**src/rtl/bk_addsub_pipe.sv**
```systemverilog
// Pipelined Brent-Kung adder/subtractor with valid/ready flow control and status flags.
// Group G/P -> Brent-Kung prefix over groups -> in-group carries, cut into 1..3 register stages.
module bk_addsub_pipe #(
    parameter int WIDTH     = 32,
    parameter int GROUPSIZE = 4,
    parameter int STAGES    = 2
) (
    input  logic             clk,
    input  logic             rst_n,
    input  logic             in_valid,
    output logic             in_ready,
    input  logic [WIDTH-1:0] a,
    input  logic [WIDTH-1:0] b,
    input  logic             c_in,
    input  logic             sub,
    output logic             out_valid,
    input  logic             out_ready,
    output logic [WIDTH-1:0] sum,
    output logic             c_out,
    output logic             ovf,
    output logic             zero
);
    localparam int NG = WIDTH / GROUPSIZE;

    if ((GROUPSIZE < 1) || ((WIDTH % GROUPSIZE) != 0)) begin : g_bad_group
        $fatal(1, "bk_addsub_pipe: WIDTH must be a multiple of GROUPSIZE");
    end
    if ((NG & (NG - 1)) != 0) begin : g_bad_ng
        $fatal(1, "bk_addsub_pipe: WIDTH/GROUPSIZE must be a power of 2");
    end
    if ((STAGES < 1) || (STAGES > 3)) begin : g_bad_stages
        $fatal(1, "bk_addsub_pipe: STAGES must be 1..3");
    end

    // Returns {group_p, group_g}
    function automatic logic [2*NG-1:0] f_group(input logic [WIDTH-1:0] x,
                                                input logic [WIDTH-1:0] y);
        logic [NG-1:0] gg;
        logic [NG-1:0] gp;
        logic          bg;
        logic          bp;
        for (int j = 0; j < NG; j++) begin
            gg[j] = 1'b0;
            gp[j] = 1'b1;
            for (int i = 0; i < GROUPSIZE; i++) begin
                bg    = x[j*GROUPSIZE+i] & y[j*GROUPSIZE+i];
                bp    = x[j*GROUPSIZE+i] ^ y[j*GROUPSIZE+i];
                gg[j] = bg | (bp & gg[j]);
                gp[j] = gp[j] & bp;
            end
        end
        return {gp, gg};
    endfunction

    // Brent-Kung up-sweep/down-sweep, then fold in carry-in to get each group's carry-in
    function automatic logic [NG-1:0] f_prefix(input logic [NG-1:0] gg,
                                               input logic [NG-1:0] gp,
                                               input logic          cin);
        logic [NG-1:0] g;
        logic [NG-1:0] p;
        logic [NG-1:0] gc;
        g = gg;
        p = gp;
        for (int d = 1; d < NG; d = d * 2) begin
            for (int i = 2*d - 1; i < NG; i = i + 2*d) begin
                g[i] = g[i] | (p[i] & g[i-d]);
                p[i] = p[i] & p[i-d];
            end
        end
        for (int d = NG / 4; d >= 1; d = d / 2) begin
            for (int i = 3*d - 1; i < NG; i = i + 2*d) begin
                g[i] = g[i] | (p[i] & g[i-d]);
                p[i] = p[i] & p[i-d];
            end
        end
        gc[0] = cin;
        for (int j = 1; j < NG; j++) begin
            gc[j] = g[j-1] | (p[j-1] & cin);
        end
        return gc;
    endfunction

    // Returns {carry out of MSB, carry into MSB, sum}
    function automatic logic [WIDTH+1:0] f_final(input logic [WIDTH-1:0] x,
                                                 input logic [WIDTH-1:0] y,
                                                 input logic [NG-1:0]    gc);
        logic [WIDTH-1:0] s;
        logic             c;
        logic             cm;
        s  = '0;
        c  = 1'b0;
        cm = 1'b0;
        for (int j = 0; j < NG; j++) begin
            c = gc[j];
            for (int i = 0; i < GROUPSIZE; i++) begin
                s[j*GROUPSIZE+i] = x[j*GROUPSIZE+i] ^ y[j*GROUPSIZE+i] ^ c;
                if ((j*GROUPSIZE + i) == (WIDTH - 1)) begin
                    cm = c;
                end
                c = (x[j*GROUPSIZE+i] & y[j*GROUPSIZE+i]) |
                    ((x[j*GROUPSIZE+i] ^ y[j*GROUPSIZE+i]) & c);
            end
        end
        return {c, cm, s};
    endfunction

    logic [WIDTH-1:0] b_eff;
    logic             cin_eff;
    logic [NG-1:0]    gg_in;
    logic [NG-1:0]    gp_in;

    always_comb begin
        b_eff          = sub ? ~b : b;
        cin_eff        = sub | c_in;
        {gp_in, gg_in} = f_group(a, b_eff);
    end

    // en[k]: stage k may load this cycle; en[STAGES] is the downstream sink
    logic [STAGES-1:0] v_q;
    logic [STAGES-1:0] v_d;
    logic [STAGES:0]   v_chain;
    logic [STAGES:0]   en;

    assign v_chain = {v_q, in_valid};

    always_comb begin
        en         = '0;
        en[STAGES] = out_ready;
        for (int k = STAGES - 1; k >= 0; k--) begin
            en[k] = ~v_q[k] | en[k+1];
        end
        v_d = v_q;
        for (int k = 0; k < STAGES; k++) begin
            if (en[k]) begin
                v_d[k] = v_chain[k];
            end
        end
    end

    always_ff @(posedge clk) begin
        if (!rst_n) begin
            v_q <= '0;
        end else begin
            v_q <= v_d;
        end
    end

    logic [WIDTH-1:0] res_a;
    logic [WIDTH-1:0] res_b;
    logic [NG-1:0]    res_gc;

    if (STAGES == 1) begin : g_s1
        always_comb begin
            res_a  = a;
            res_b  = b_eff;
            res_gc = f_prefix(gg_in, gp_in, cin_eff);
        end
    end else begin : g_s23
        logic [WIDTH-1:0] a1_q, a1_d;
        logic [WIDTH-1:0] b1_q, b1_d;
        logic [NG-1:0]    gg1_q, gg1_d;
        logic [NG-1:0]    gp1_q, gp1_d;
        logic             cin1_q, cin1_d;

        always_comb begin
            a1_d   = a1_q;
            b1_d   = b1_q;
            gg1_d  = gg1_q;
            gp1_d  = gp1_q;
            cin1_d = cin1_q;
            if (en[0] & in_valid) begin
                a1_d   = a;
                b1_d   = b_eff;
                gg1_d  = gg_in;
                gp1_d  = gp_in;
                cin1_d = cin_eff;
            end
        end

        always_ff @(posedge clk) begin
            a1_q   <= a1_d;
            b1_q   <= b1_d;
            gg1_q  <= gg1_d;
            gp1_q  <= gp1_d;
            cin1_q <= cin1_d;
        end

        if (STAGES == 2) begin : g_s2
            always_comb begin
                res_a  = a1_q;
                res_b  = b1_q;
                res_gc = f_prefix(gg1_q, gp1_q, cin1_q);
            end
        end else begin : g_s3
            logic [WIDTH-1:0] a2_q, a2_d;
            logic [WIDTH-1:0] b2_q, b2_d;
            logic [NG-1:0]    gc2_q, gc2_d;

            always_comb begin
                a2_d  = a2_q;
                b2_d  = b2_q;
                gc2_d = gc2_q;
                if (en[1] & v_q[0]) begin
                    a2_d  = a1_q;
                    b2_d  = b1_q;
                    gc2_d = f_prefix(gg1_q, gp1_q, cin1_q);
                end
            end

            always_ff @(posedge clk) begin
                a2_q  <= a2_d;
                b2_q  <= b2_d;
                gc2_q <= gc2_d;
            end

            always_comb begin
                res_a  = a2_q;
                res_b  = b2_q;
                res_gc = gc2_q;
            end
        end
    end

    logic [WIDTH+1:0] fin;
    logic [WIDTH-1:0] sum_q, sum_d;
    logic             c_out_q, c_out_d;
    logic             ovf_q, ovf_d;
    logic             zero_q, zero_d;

    // Output register only loads real results, so it holds the last one across bubbles
    always_comb begin
        fin     = f_final(res_a, res_b, res_gc);
        sum_d   = sum_q;
        c_out_d = c_out_q;
        ovf_d   = ovf_q;
        zero_d  = zero_q;
        if (en[STAGES-1] & v_chain[STAGES-1]) begin
            sum_d   = fin[WIDTH-1:0];
            c_out_d = fin[WIDTH+1];
            ovf_d   = fin[WIDTH+1] ^ fin[WIDTH];
            zero_d  = ~|fin[WIDTH-1:0];
        end
    end

    always_ff @(posedge clk) begin
        if (!rst_n) begin
            sum_q   <= '0;
            c_out_q <= 1'b0;
            ovf_q   <= 1'b0;
            zero_q  <= 1'b0;
        end else begin
            sum_q   <= sum_d;
            c_out_q <= c_out_d;
            ovf_q   <= ovf_d;
            zero_q  <= zero_d;
        end
    end

    assign in_ready  = en[0];
    assign out_valid = v_chain[STAGES];
    assign sum       = sum_q;
    assign c_out     = c_out_q;
    assign ovf       = ovf_q;
    assign zero      = zero_q;
endmodule

```
**config.mk**
```make
export PLATFORM = sky130hd
export DESIGN_NAME = bk_addsub_pipe
export DESIGN_NICKNAME = d
export VERILOG_FILES = /design/src/rtl/bk_addsub_pipe.sv
export SDC_FILE = /design/constraint.sdc
export NUM_CORES = 1
export LEC_CHECK = 0
export BUFFER_PORTS_ARGS = -buffer_cell sky130_fd_sc_hd__buf_2
export CORE_MARGIN = 5
export CORE_UTILIZATION = 45
export DETAILED_ROUTE_END_ITERATION = 8
export GPL_ROUTABILITY_DRIVEN = 0
export HOLD_SLACK_MARGIN = 0.12
export PLACE_DENSITY = 0.67
export SYNTH_ARGS = -nofsm -noshare
export SYNTH_HDL_FRONTEND = slang
export SYNTH_SLANG_ARGS = --single-unit
export TNS_END_PERCENT = 30
```
**constraint.sdc**
```tcl
create_clock -name clk -period 3.76 [get_ports clk]
set_input_delay 0 -clock clk [delete_from_list [all_inputs] [get_ports clk]]
set_output_delay 0 -clock clk [all_outputs]
set_load 0.005 [all_outputs]
```
==> out/metrics.cfg, run 1 <==
[drt]
post_drt_wl_per_cell_um=16.1
totalWireLength_um=12100
drt_iter0_drc=198
postRouteAntennaNets=0
num_vias=3704
first_pass_iters=4
vias_per_cell=4.95
drc_errors=0

[cts]
cts_root_buf=clkbuf_16
htree_levels=4
clk_transition_reported_paths_ns=0.05
numCtsBuffers=17
clock_sinks=116
cts_tree=yes
clock_path_buffers=2
clock_latency_ns=0.42

[power]
pwr_density_cell_nw_per_um2=494
p_leak_nw=3.04
ir_worst_vdd_mv=0.294

[final_layout]
fin_util=0.620
num-fill-cells=940
fin_nets=712
drive_gt1_frac=0.241
syn_to_final_growth_pct=36.0
diodes=0

[synthesis]
async_flop_share=0
ys_seq_area_frac=0.573
ys_ff_latch=116
syn_nets=530
ys.warnings.count=0
synth_area_per_cell_um2=13.3
synth-main-ff-cell=edfxtp_1
syn_area_um2=5430
synth_cell_type_count=32
syn_inst=407
synth_edf_count=79

[floorplanning]
io-pin-count=107
start_util=0.456
fp.dieH_um=120
row_count=40
die_area_um2=14400
coreArea_um2=11900
fp.dieW_um=120

[placed_design]
portBuffers=106
dpl_worst_slack_ns=0.0527
dp_hpwl_um=8460

[sta]
drv_slew=0
fmax_ghz=0.279
fin_ws_ns=0.170
fin_skew_ns=0.0115
fin_crit_ns=3.59
timing.hold.ws_ns=0.307
worstMarginPinSlew_ns=1.02
slew_headroom=0.322
setup_viol=0
finalCritPeriodShare=0.955
final-hold-violation-count=0

[flow_run]
cap_violations=0

[worst_setup_path]
startpoint_type=flop
critical_path_class=flop to flop
cp_slowest_cell=fa_1
worstPathBufferInverterCount=1
crit_fanout=3
worstPathRequired_ns=4.06
slowest_delay_ns=0.43
crit_family=adder cells
cpMostUsedCell=fa_1
critPathArrivalTime_ns=3.89
crit_start=g_s23.cin1_q$_DFFE_PP_
endpoint_kind=flop
cp_cell_sequence=a21o_1, a21o_4, a2111oi_4, o31ai_2, fa_1, fa_1, fa_1, inv_1, fa_1, nand3_1, nor4_1, a31o_2
r2r-start=g_s23.cin1_q$_DFFE_PP_

[hold_path]
hp-class=input pin to flop
hp-start=a[30]

[global_routing]
grt_max_degree=80
track_usage=0.181
grt-ovfl-total=0
grt_pass1_wl_um=19700
antenna_found_initial=0
grt_pass1_vias=3963

[run_status]
outcome=finished, final reports clean

-- synthesized netlist by cell type (3+ instances only) --
| cell type | number | area, µm² |
|---|---|---|
| edfxtp_1 | 79 | 2370 |
| nand2_1 | 69 | 259 |
| dfxtp_1 | 37 | 741 |
| a21boi_0 | 32 | 240 |
| xor2_1 | 32 | 280 |
| ha_1 | 28 | 350 |
| fa_1 | 25 | 500 |
| xnor2_1 | 15 | 131 |
| buf_2 | 11 | 55.1 |
| a21oi_1 | 9 | 45.0 |
| nor2b_1 | 9 | 56.3 |
| nand2b_1 | 8 | 50.1 |
| o21ai_0 | 8 | 40.0 |
| and4_1 | 7 | 61.3 |
| nor4_1 | 7 | 43.8 |
| clkbuf_1 | 5 | 18.8 |
| a21o_1 | 4 | 30.0 |
| nor2_1 | 4 | 15.0 |
| inv_1 | 3 | 11.3 |
-- flip-flops by register name (all words and copies together) (netlist names) --
signal        flops
c_out             1
ovf               1
g_s23.b1_q       32
g_s23.cin1_q      1
sum              32
g_s23.gg1_q       7
g_s23.a1_q       32
g_s23.gp1_q       7
zero              1
v_q               2
-- final timing paths --
kind	to	slack (ns)	depth (start not counted)
max reg2reg	zero$_SDFFE_PN0P_	0.17	12
max	zero$_SDFFE_PN0P_	0.17	12
min reg2reg	sum[19]$_SDFFE_PN0P_	0.46	2
min	g_s23.a1_q[30]$_DFFE_PP_	0.31	2
-- cell type report --
cell class,count,area (µm²),share of cell area
Sequential cell,116,3110,0.421
Multi-Input combinational cell,272,2250,0.305
Timing Repair Buffer,179,1250,0.170
Clock buffer,19,433,0.0586
Tap cell,147,184,0.0249
Clock inverter,13,140,0.0190
Inverter,3,11.3,0.00152
-- where the power goes --
group	switching, mW	leakage (nW)	internal [mW]
registers	0.0537	1.08	1.48
logic	0.282	1.68	0.271
clock network	0.538	0.285	1.02
-- kinds of logic after synthesis --
kind of cell	Yosys count	share of synthesized area
AOI/OAI and AO/OA	61	0.0813
DFF	116	0.573
adders and majority gates	53	0.157
and+or+nand+nor	111	0.0974
buffers and inverters	19	0.0157
xor gates and xnor gates	47	0.0758
-- metal layers --
layer / GRT usage / vias to the layer above / part of all wire
li1: - / 1802 / -
met1: 0.210 / 1775 / 0.41
met2: 0.311 / 107 / 0.51
met3: 0.0584 / 20 / 0.054
met4: 0.0716 / 0 / 0.020
met5: 0 / - / 0
-- stage by stage --
stage / area [µm²] / total power, mW / setup TNS (ns) / cells
after global routing: 7390 / 3.82 / -0.00961 / 749
final: 7390 / 3.65 / 0 / 749
after detailed placement: 6100 / 2.06 / 0 / 647
after floorplan: 5430 / 1.86 / 0 / 407
after global placement: 6100 / 2.04 / 0 / 647
after CTS: 7370 / 3.68 / 0 / 749
-- layout by cell type, fill, tap and decap left out, types with 9 or more instances in the layout --
cell / n
nand2_1: 69
a21oi_1: 9
clkbuf_16: 17
a21boi_0: 32
xnor2_1: 15
edfxtp_1: 79
fa_1: 25
buf_2: 106
dlygate4sd3_1: 70
ha_1: 28
xor2_1: 32
dfxtp_1: 37
-- what timing repair did --
action                                  4_1_cts  5_1_grt
hold endpoints to repair                     83        0
resized for setup                             0        2
hold buffers                                 70        0
endpoints found under the setup margin        0        1
buffers inserted                              0        0
No activity file was read; power rests on OpenSTA's default activity.
==> inputs of run 2 (changes only) <==
--- a/config.mk
+++ b/config.mk
@@ -10,8 +10,9 @@
 export CORE_UTILIZATION = 45
 export DETAILED_ROUTE_END_ITERATION = 8
 export GPL_ROUTABILITY_DRIVEN = 0
-export HOLD_SLACK_MARGIN = 0.12
+export HOLD_SLACK_MARGIN = 0.08
 export PLACE_DENSITY = 0.67
+export RECOVER_POWER = 50
 export SYNTH_ARGS = -nofsm -noshare
 export SYNTH_HDL_FRONTEND = slang
 export SYNTH_SLANG_ARGS = --single-unit
==> run 2 against run 1 <==
Effect of this change:
- the run now ends with capacitance limit, slew limit left
- cell count fell by 0.27%
- global-route usage fell by 0.061 points
- final area fell by 1.2%
==> out/metrics.cfg, run 2 (same netlist as run 1, synthesis figures left out) <==
[run_status]
outcome=finished, violations left
violations=capacitance limit, slew limit

[drt]
vias_per_cell=4.92  ; -0.52%
drt_iter0_drc=205  ; +3.5%
post_drt_wl_per_cell_um=16.3  ; +0.70%
drc_errors=0  ; unchanged
num_vias=3675  ; -0.78%
postRouteAntennaNets=0  ; unchanged
first_pass_iters=4  ; unchanged
totalWireLength_um=12100  ; +0.43%

[power]
p_int_mw=2.77  ; -0.39%
pwr_density_cell_nw_per_um2=499  ; +0.93%
switchingPower_mw=0.873  ; about the same
pwr-share-clk=0.429  ; about the same
ir_worst_vdd_mv=0.290  ; -1.1%
p_leak_nw=2.85  ; -6.3%
seqPwrFrac=0.422  ; about the same
combPwrFrac=0.149  ; -0.002
swShare=0.240  ; +0.000688
p_total_mw=3.64  ; -0.30%

[worst_setup_path]
crit_start=g_s23.cin1_q$_DFFE_PP_
worst-path-stages=12  ; unchanged
endpoint_kind=flop
startpoint_type=flop
critical_path_class=flop to flop
worstPathRequired_ns=4.06  ; about the same
r2r-start=g_s23.cin1_q$_DFFE_PP_
worst-r2r-cell-count=12  ; unchanged
crit_family=adder cells
crit_fanout=3  ; unchanged
slowest_delay_ns=0.43  ; about the same
cpMostUsedCell=fa_1
cp_slowest_cell=fa_1
worstPathBufferInverterCount=1  ; unchanged
critPathArrivalTime_ns=3.89  ; about the same
cp_cell_sequence=a21o_1, a21o_4, a2111oi_4, o31ai_2, fa_1, fa_1, fa_1, inv_1, fa_1, nand3_1, nor4_1, a31o_2

[final_layout]
syn_to_final_growth_pct=34.3
fin_util=0.613  ; -0.00756
num-fill-cells=971  ; +3.3%
multi_input_area_um2=2250  ; -0.11%
drive_gt1_frac=0.150  ; -0.0909
layout.cells.most_common=edfxtp_1
regArea_um2=3110  ; unchanged
final_cell_mix=79 x edfxtp_1, 69 x nand2_1, 68 x dlygate4sd3_1, 55 x clkbuf_1, 51 x buf_2
fin_nets=710  ; -0.28%
diodes=0  ; unchanged

[sta]
drv_slew=34  ; +34
worstMarginPinSlew_ns=2.38  ; +1.36 ns
fin_setup_tns_ns=0  ; unchanged
fin_skew_ns=0.0149  ; +0.00336 ns
setup_viol=0  ; unchanged
fin_crit_ns=3.59  ; -0.00190 ns
slew_headroom=-0.584  ; -0.906
finalCritPeriodShare=0.954  ; about the same
fmax_ghz=0.279  ; about the same
timing.hold.ws_ns=0.143  ; -0.164 ns
final-hold-violation-count=0  ; unchanged

[floorplanning]
io-pin-count=107  ; unchanged
row_count=40  ; unchanged
die_area_um2=14400  ; unchanged
fp.dieH_um=120  ; unchanged
fp.dieW_um=120  ; unchanged
start_util=0.456  ; unchanged
coreArea_um2=11900  ; unchanged

[cts]
cts_tree=yes
clk_transition_reported_paths_ns=0.05  ; about the same
clock_path_buffers=2  ; unchanged
clock_sinks=116  ; unchanged
clock_latency_ns=0.42  ; about the same
cts_root_buf=clkbuf_16
cts_setup_buffers=0  ; unchanged
numCtsBuffers=17  ; unchanged
htree_levels=4  ; unchanged

[hold_path]
worstHoldPathCells=2  ; unchanged
hp-start=rst_n
hp-class=input pin to flop

[global_routing]
antenna_found_initial=0  ; unchanged
grt_pass1_vias=3946  ; -0.43%
grt-ovfl-total=0  ; unchanged
grt_pass1_wl_um=19700  ; -0.35%
grt_max_degree=80  ; unchanged
track_usage=0.181  ; -0.000609

[placed_design]
portBuffers=106  ; unchanged
dp_hpwl_um=8460  ; unchanged

[flow_run]
cap_violations=1  ; +1

-- run 2: cell count changes in the layout (fill, tap and decap cells not counted) --
cell           previous run  this run
nor2b_2                   2         1
clkbuf_2                  0         1
buf_2                   106        51
clkbuf_1                  2        55
buf_1                     0         1
nor2b_1                   8         9
dlygate4sd3_1            70        68
-- run 2: area by class of cell --
type                       instances  share of cell area
multi-input combinational        272               0.308
sequential                       116               0.427
tap                              147              0.0252
clock buffer                      19              0.0593
inverter                           3             0.00154
clock inverter                    13              0.0192
timing repair buffer             177               0.160
-- run 2: power groups by stage --
stage / Clock [mW] / Sequential (mW) / Combinational (mW)
2_1_floorplan: 0 / 1.55 / 0.302
5_1_grt: 1.65 / 1.55 / 0.608
4_1_cts: 1.59 / 1.54 / 0.554
3_3_place_gp: 0 / 1.56 / 0.481
6_report: 1.56 / 1.54 / 0.542
3_5_place_dp: 0 / 1.56 / 0.496
-- run 2: worst reg2reg max path: stages (launching register included) --
cell,delay [ns]
edfxtp_1,0.40
a21o_1,0.21
a21o_4,0.23
a2111oi_4,0.39
o31ai_2,0.15
fa_1,0.40
fa_1,0.39
fa_1,0.42
inv_1,0.09
fa_1,0.43
nand3_1,0.09
nor4_1,0.06
a31o_2,0.21
-- run 2: metrics by stage --
step                      std cells  worst slack, ns  instance area (µm²)
after global routing            747         -0.00966                 7300
after CTS                       747           0.0487                 7350
after floorplan                 407            0.383                 5430
after detailed placement        647           0.0527                 6100
after global placement          647            0.153                 6100
final                           747            0.172                 7300
-- run 2: worst paths after layout --
kind | to | slack, ns
worst min-delay path | v_q[1]$_SDFFE_PN0P_ | 0.14
worst max-delay path | zero$_SDFFE_PN0P_ | 0.17
worst max register to register | zero$_SDFFE_PN0P_ | 0.17
worst min register to register | sum[17]$_SDFFE_PN0P_ | 0.47
-- run 2: metal layers --
layer  GRT usage  routed length [µm]  vias to the layer above
met1       0.210                5170                     1758
met5           0                   0                        -
met4      0.0716                 239                        0
met3      0.0584                 510                       19
li1            -                   -                     1800
met2       0.310                6230                       98
-- run 2: timing repair --
item / CTS / global route
endpoints found under the setup margin: 0 / 1
hold buffers: 68 / 0
gates resized for setup: 0 / 2
hold endpoints to repair: 77 / 0
==> inputs of run 3 (changes only) <==
--- a/config.mk
+++ b/config.mk
@@ -13,6 +13,7 @@
 export HOLD_SLACK_MARGIN = 0.08
 export PLACE_DENSITY = 0.67
 export RECOVER_POWER = 50
+export SLEW_MARGIN = 0
 export SYNTH_ARGS = -nofsm -noshare
 export SYNTH_HDL_FRONTEND = slang
 export SYNTH_SLANG_ARGS = --single-unit
==> constraint.sdc (replaced) <==
create_clock -name clk -period 3.76 [get_ports clk]
set_input_delay 0.564 -clock clk [delete_from_list [all_inputs] [get_ports clk]]
set_output_delay 0.564 -clock clk [all_outputs]
set_load 0.005 [all_outputs]
==> run 3 against run 2 <==
Effect of this change:
- register-to-register slack barely moved
- clock skew shrank 0.0037 ns
- the run still ends with capacitance limit, slew limit left
- largest cell class unchanged
- die area is the same
- clock-buffer cell count increased by 7
- highest routed layer unchanged
- setup slack improved by 0.0071 ns
- cell count fell by 9.0%
- sequential power about the same
==> out/metrics.cfg, run 3 (same netlist as run 1, synthesis figures left out) <==
[drt]
drt_iter0_drc=207  ; +0.98%
vias_per_cell=4.99  ; +1.5%
postRouteAntennaNets=0  ; unchanged
totalWireLength_um=11000  ; -9.5%
num_vias=3395  ; -7.6%
drc_errors=0  ; unchanged
first_pass_iters=4  ; unchanged
post_drt_wl_per_cell_um=16.2  ; -0.53%

[cts]
numCtsBuffers=17  ; unchanged
clock_latency_ns=0.41  ; about the same
cts_tree=yes
clock_path_buffers=2  ; unchanged
htree_levels=4  ; unchanged
clock_sinks=116  ; unchanged
ctsHoldBuffers=0  ; -100%
clk_transition_reported_paths_ns=0.05  ; about the same
cts_root_buf=clkbuf_16

[flow_run]
cap_violations=3  ; +2

[final_layout]
multi_input_area_um2=2240  ; -0.50%
fin_nets=643  ; -9.4%
drive_gt1_frac=0.165  ; +0.0151
regArea_um2=3110  ; unchanged
fin_cells=680  ; -9.0%
layout.cells.most_common=edfxtp_1
diodes=0  ; unchanged
num-fill-cells=1025  ; +5.6%
final_cell_mix=79 x edfxtp_1, 69 x nand2_1, 55 x clkbuf_1, 54 x buf_2, 37 x dfxtp_1
syn_to_final_growth_pct=21.4

[floorplanning]
row_count=40  ; unchanged
io-pin-count=107  ; unchanged
coreArea_um2=11900  ; unchanged
start_util=0.456  ; unchanged
die_area_um2=14400  ; unchanged
fp.dieW_um=120  ; unchanged
fp.dieH_um=120  ; unchanged

[sta]
fin_skew_ns=0.0112  ; -0.00368 ns
setup_viol=0  ; unchanged
slew_headroom=-0.578  ; +0.00604
drv_slew=137  ; +300%
fin_crit_ns=3.58  ; -0.00711 ns
fin_setup_tns_ns=0  ; unchanged
final-hold-violation-count=0  ; unchanged
fmax_ghz=0.279  ; +0.20%
rsz0062_at_grt=false
finalCritPeriodShare=0.952  ; -0.00189
worstMarginPinSlew_ns=2.37  ; -0.00906 ns

[worst_setup_path]
reg2reg_slack_ns=0.18  ; about the same
worstPathBufferInverterCount=1  ; unchanged
worstPathRequired_ns=4.05  ; about the same
crit_end=zero$_SDFFE_PN0P_
crit_fanout=3  ; unchanged
r2r_end=zero$_SDFFE_PN0P_
endpoint_kind=flop
crit_start=g_s23.cin1_q$_DFFE_PP_
critical_path_class=flop to flop
worst-path-stages=12  ; unchanged
critPathArrivalTime_ns=3.87  ; -0.02 ns
cpMostUsedCell=fa_1
startpoint_type=flop
slowest_delay_ns=0.43  ; about the same
cp_slowest_cell=fa_1
cp_cell_sequence=a21o_1, a21o_1, a2111oi_4, o31ai_2, fa_1, fa_1, fa_1, inv_1, fa_1, nand3_1, nor4_1, a31o_2
worst-r2r-cell-count=12  ; unchanged
crit_family=adder cells
r2r-start=g_s23.cin1_q$_DFFE_PP_

[placed_design]
portBuffers=106  ; unchanged
placed_cells=647  ; unchanged
dp_hpwl_um=8340  ; -1.3%

[power]
pwr-share-clk=0.421  ; -0.008
switchingPower_mw=0.818  ; -6.3%
combPwrFrac=0.137  ; -0.012
pwr_density_cell_nw_per_um2=528  ; +5.9%
seqPwrFrac=0.442  ; +0.020
swShare=0.235  ; -0.00495
p_leak_nw=2.56  ; -10%
p_int_mw=2.66  ; -3.7%
p_total_mw=3.48  ; -4.3%
ir_worst_vdd_mv=0.382  ; +31%

[global_routing]
grt_pass1_vias=3530  ; -11%
grt_pass1_wl_um=17700  ; -10%
grt-ovfl-total=0  ; unchanged
grt_max_degree=80  ; unchanged
track_usage=0.162  ; -0.0187
antenna_found_initial=0  ; unchanged

[run_status]
outcome=finished, violations left
violations=capacitance limit, slew limit

[hold_path]
hp-class=input pin to flop

[run 3: layer usage]
| layer | track usage | share of wire | vias to the layer above |
|---|---|---|---|
| li1 | - | - | 1660 |
| met1 | 0.200 | 0.43 | 1618 |
| met2 | 0.265 | 0.49 | 96 |
| met3 | 0.0528 | 0.061 | 21 |
| met4 | 0.0630 | 0.022 | 0 |
| met5 | 0 | 0 | - |
[run 3: area by class of cell]
type                       instances  share of cell area
multi-input combinational        272               0.339
sequential                       116               0.472
clock buffer                      26              0.0757
tap                              147              0.0279
inverter                           3             0.00171
timing repair buffer             110              0.0752
clock inverter                     6             0.00797
[run 3: repair_timing]
item | in CTS | in global routing
endpoints found under the setup margin | 0 | 1
gates resized for setup | 0 | 1
buffers inserted | 0 | 1
[run 3: worst min path at each step]
stage	slack, ns	endpoint	cells after the start	start
floorplan	0.46	ovf$_SDFFE_PN0P_	2	ovf$_SDFFE_PN0P_
global placement	0.45	sum[0]$_SDFFE_PN0P_	2	sum[0]$_SDFFE_PN0P_
detailed placement	0.46	sum[26]$_SDFFE_PN0P_	2	sum[26]$_SDFFE_PN0P_
CTS	0.31	g_s23.a1_q[30]$_DFFE_PP_	1	a[30]
global route	0.32	g_s23.a1_q[30]$_DFFE_PP_	1	a[30]
finish	0.33	g_s23.a1_q[30]$_DFFE_PP_	1	a[30]
[run 3: worst reg2reg max path, cell delays in order, from the launching register on]
cell	delay (ns)
edfxtp_1	0.39
a21o_1	0.21
a21o_1	0.25
a2111oi_4	0.40
o31ai_2	0.15
fa_1	0.39
fa_1	0.39
fa_1	0.41
inv_1	0.09
fa_1	0.43
nand3_1	0.10
nor4_1	0.06
a31o_2	0.20
[run 3: power by group through the flow]
stage,Clock (mW),Sequential [mW],Combinational [mW]
2_1_floorplan,0,1.55,0.302
3_3_place_gp,0,1.56,0.481
3_5_place_dp,0,1.56,0.490
4_1_cts,1.50,1.54,0.494
5_1_grt,1.56,1.55,0.544
6_report,1.47,1.54,0.477
[run 3: metrics by stage]
step / instance area (µm²) / util / setup slack, ns / hold WS, ns
finish: 6590 / 0.553 / 0.179 / 0.334
global route: 6590 / 0.553 / 0.0101 / 0.316
CTS: 6650 / 0.558 / 0.0527 / 0.314
detailed placement: 6100 / 0.512 / 0.0772 / 0.457
global placement: 6100 / 0.512 / 0.158 / 0.453
floorplan: 5430 / - / 0.383 / 0.457
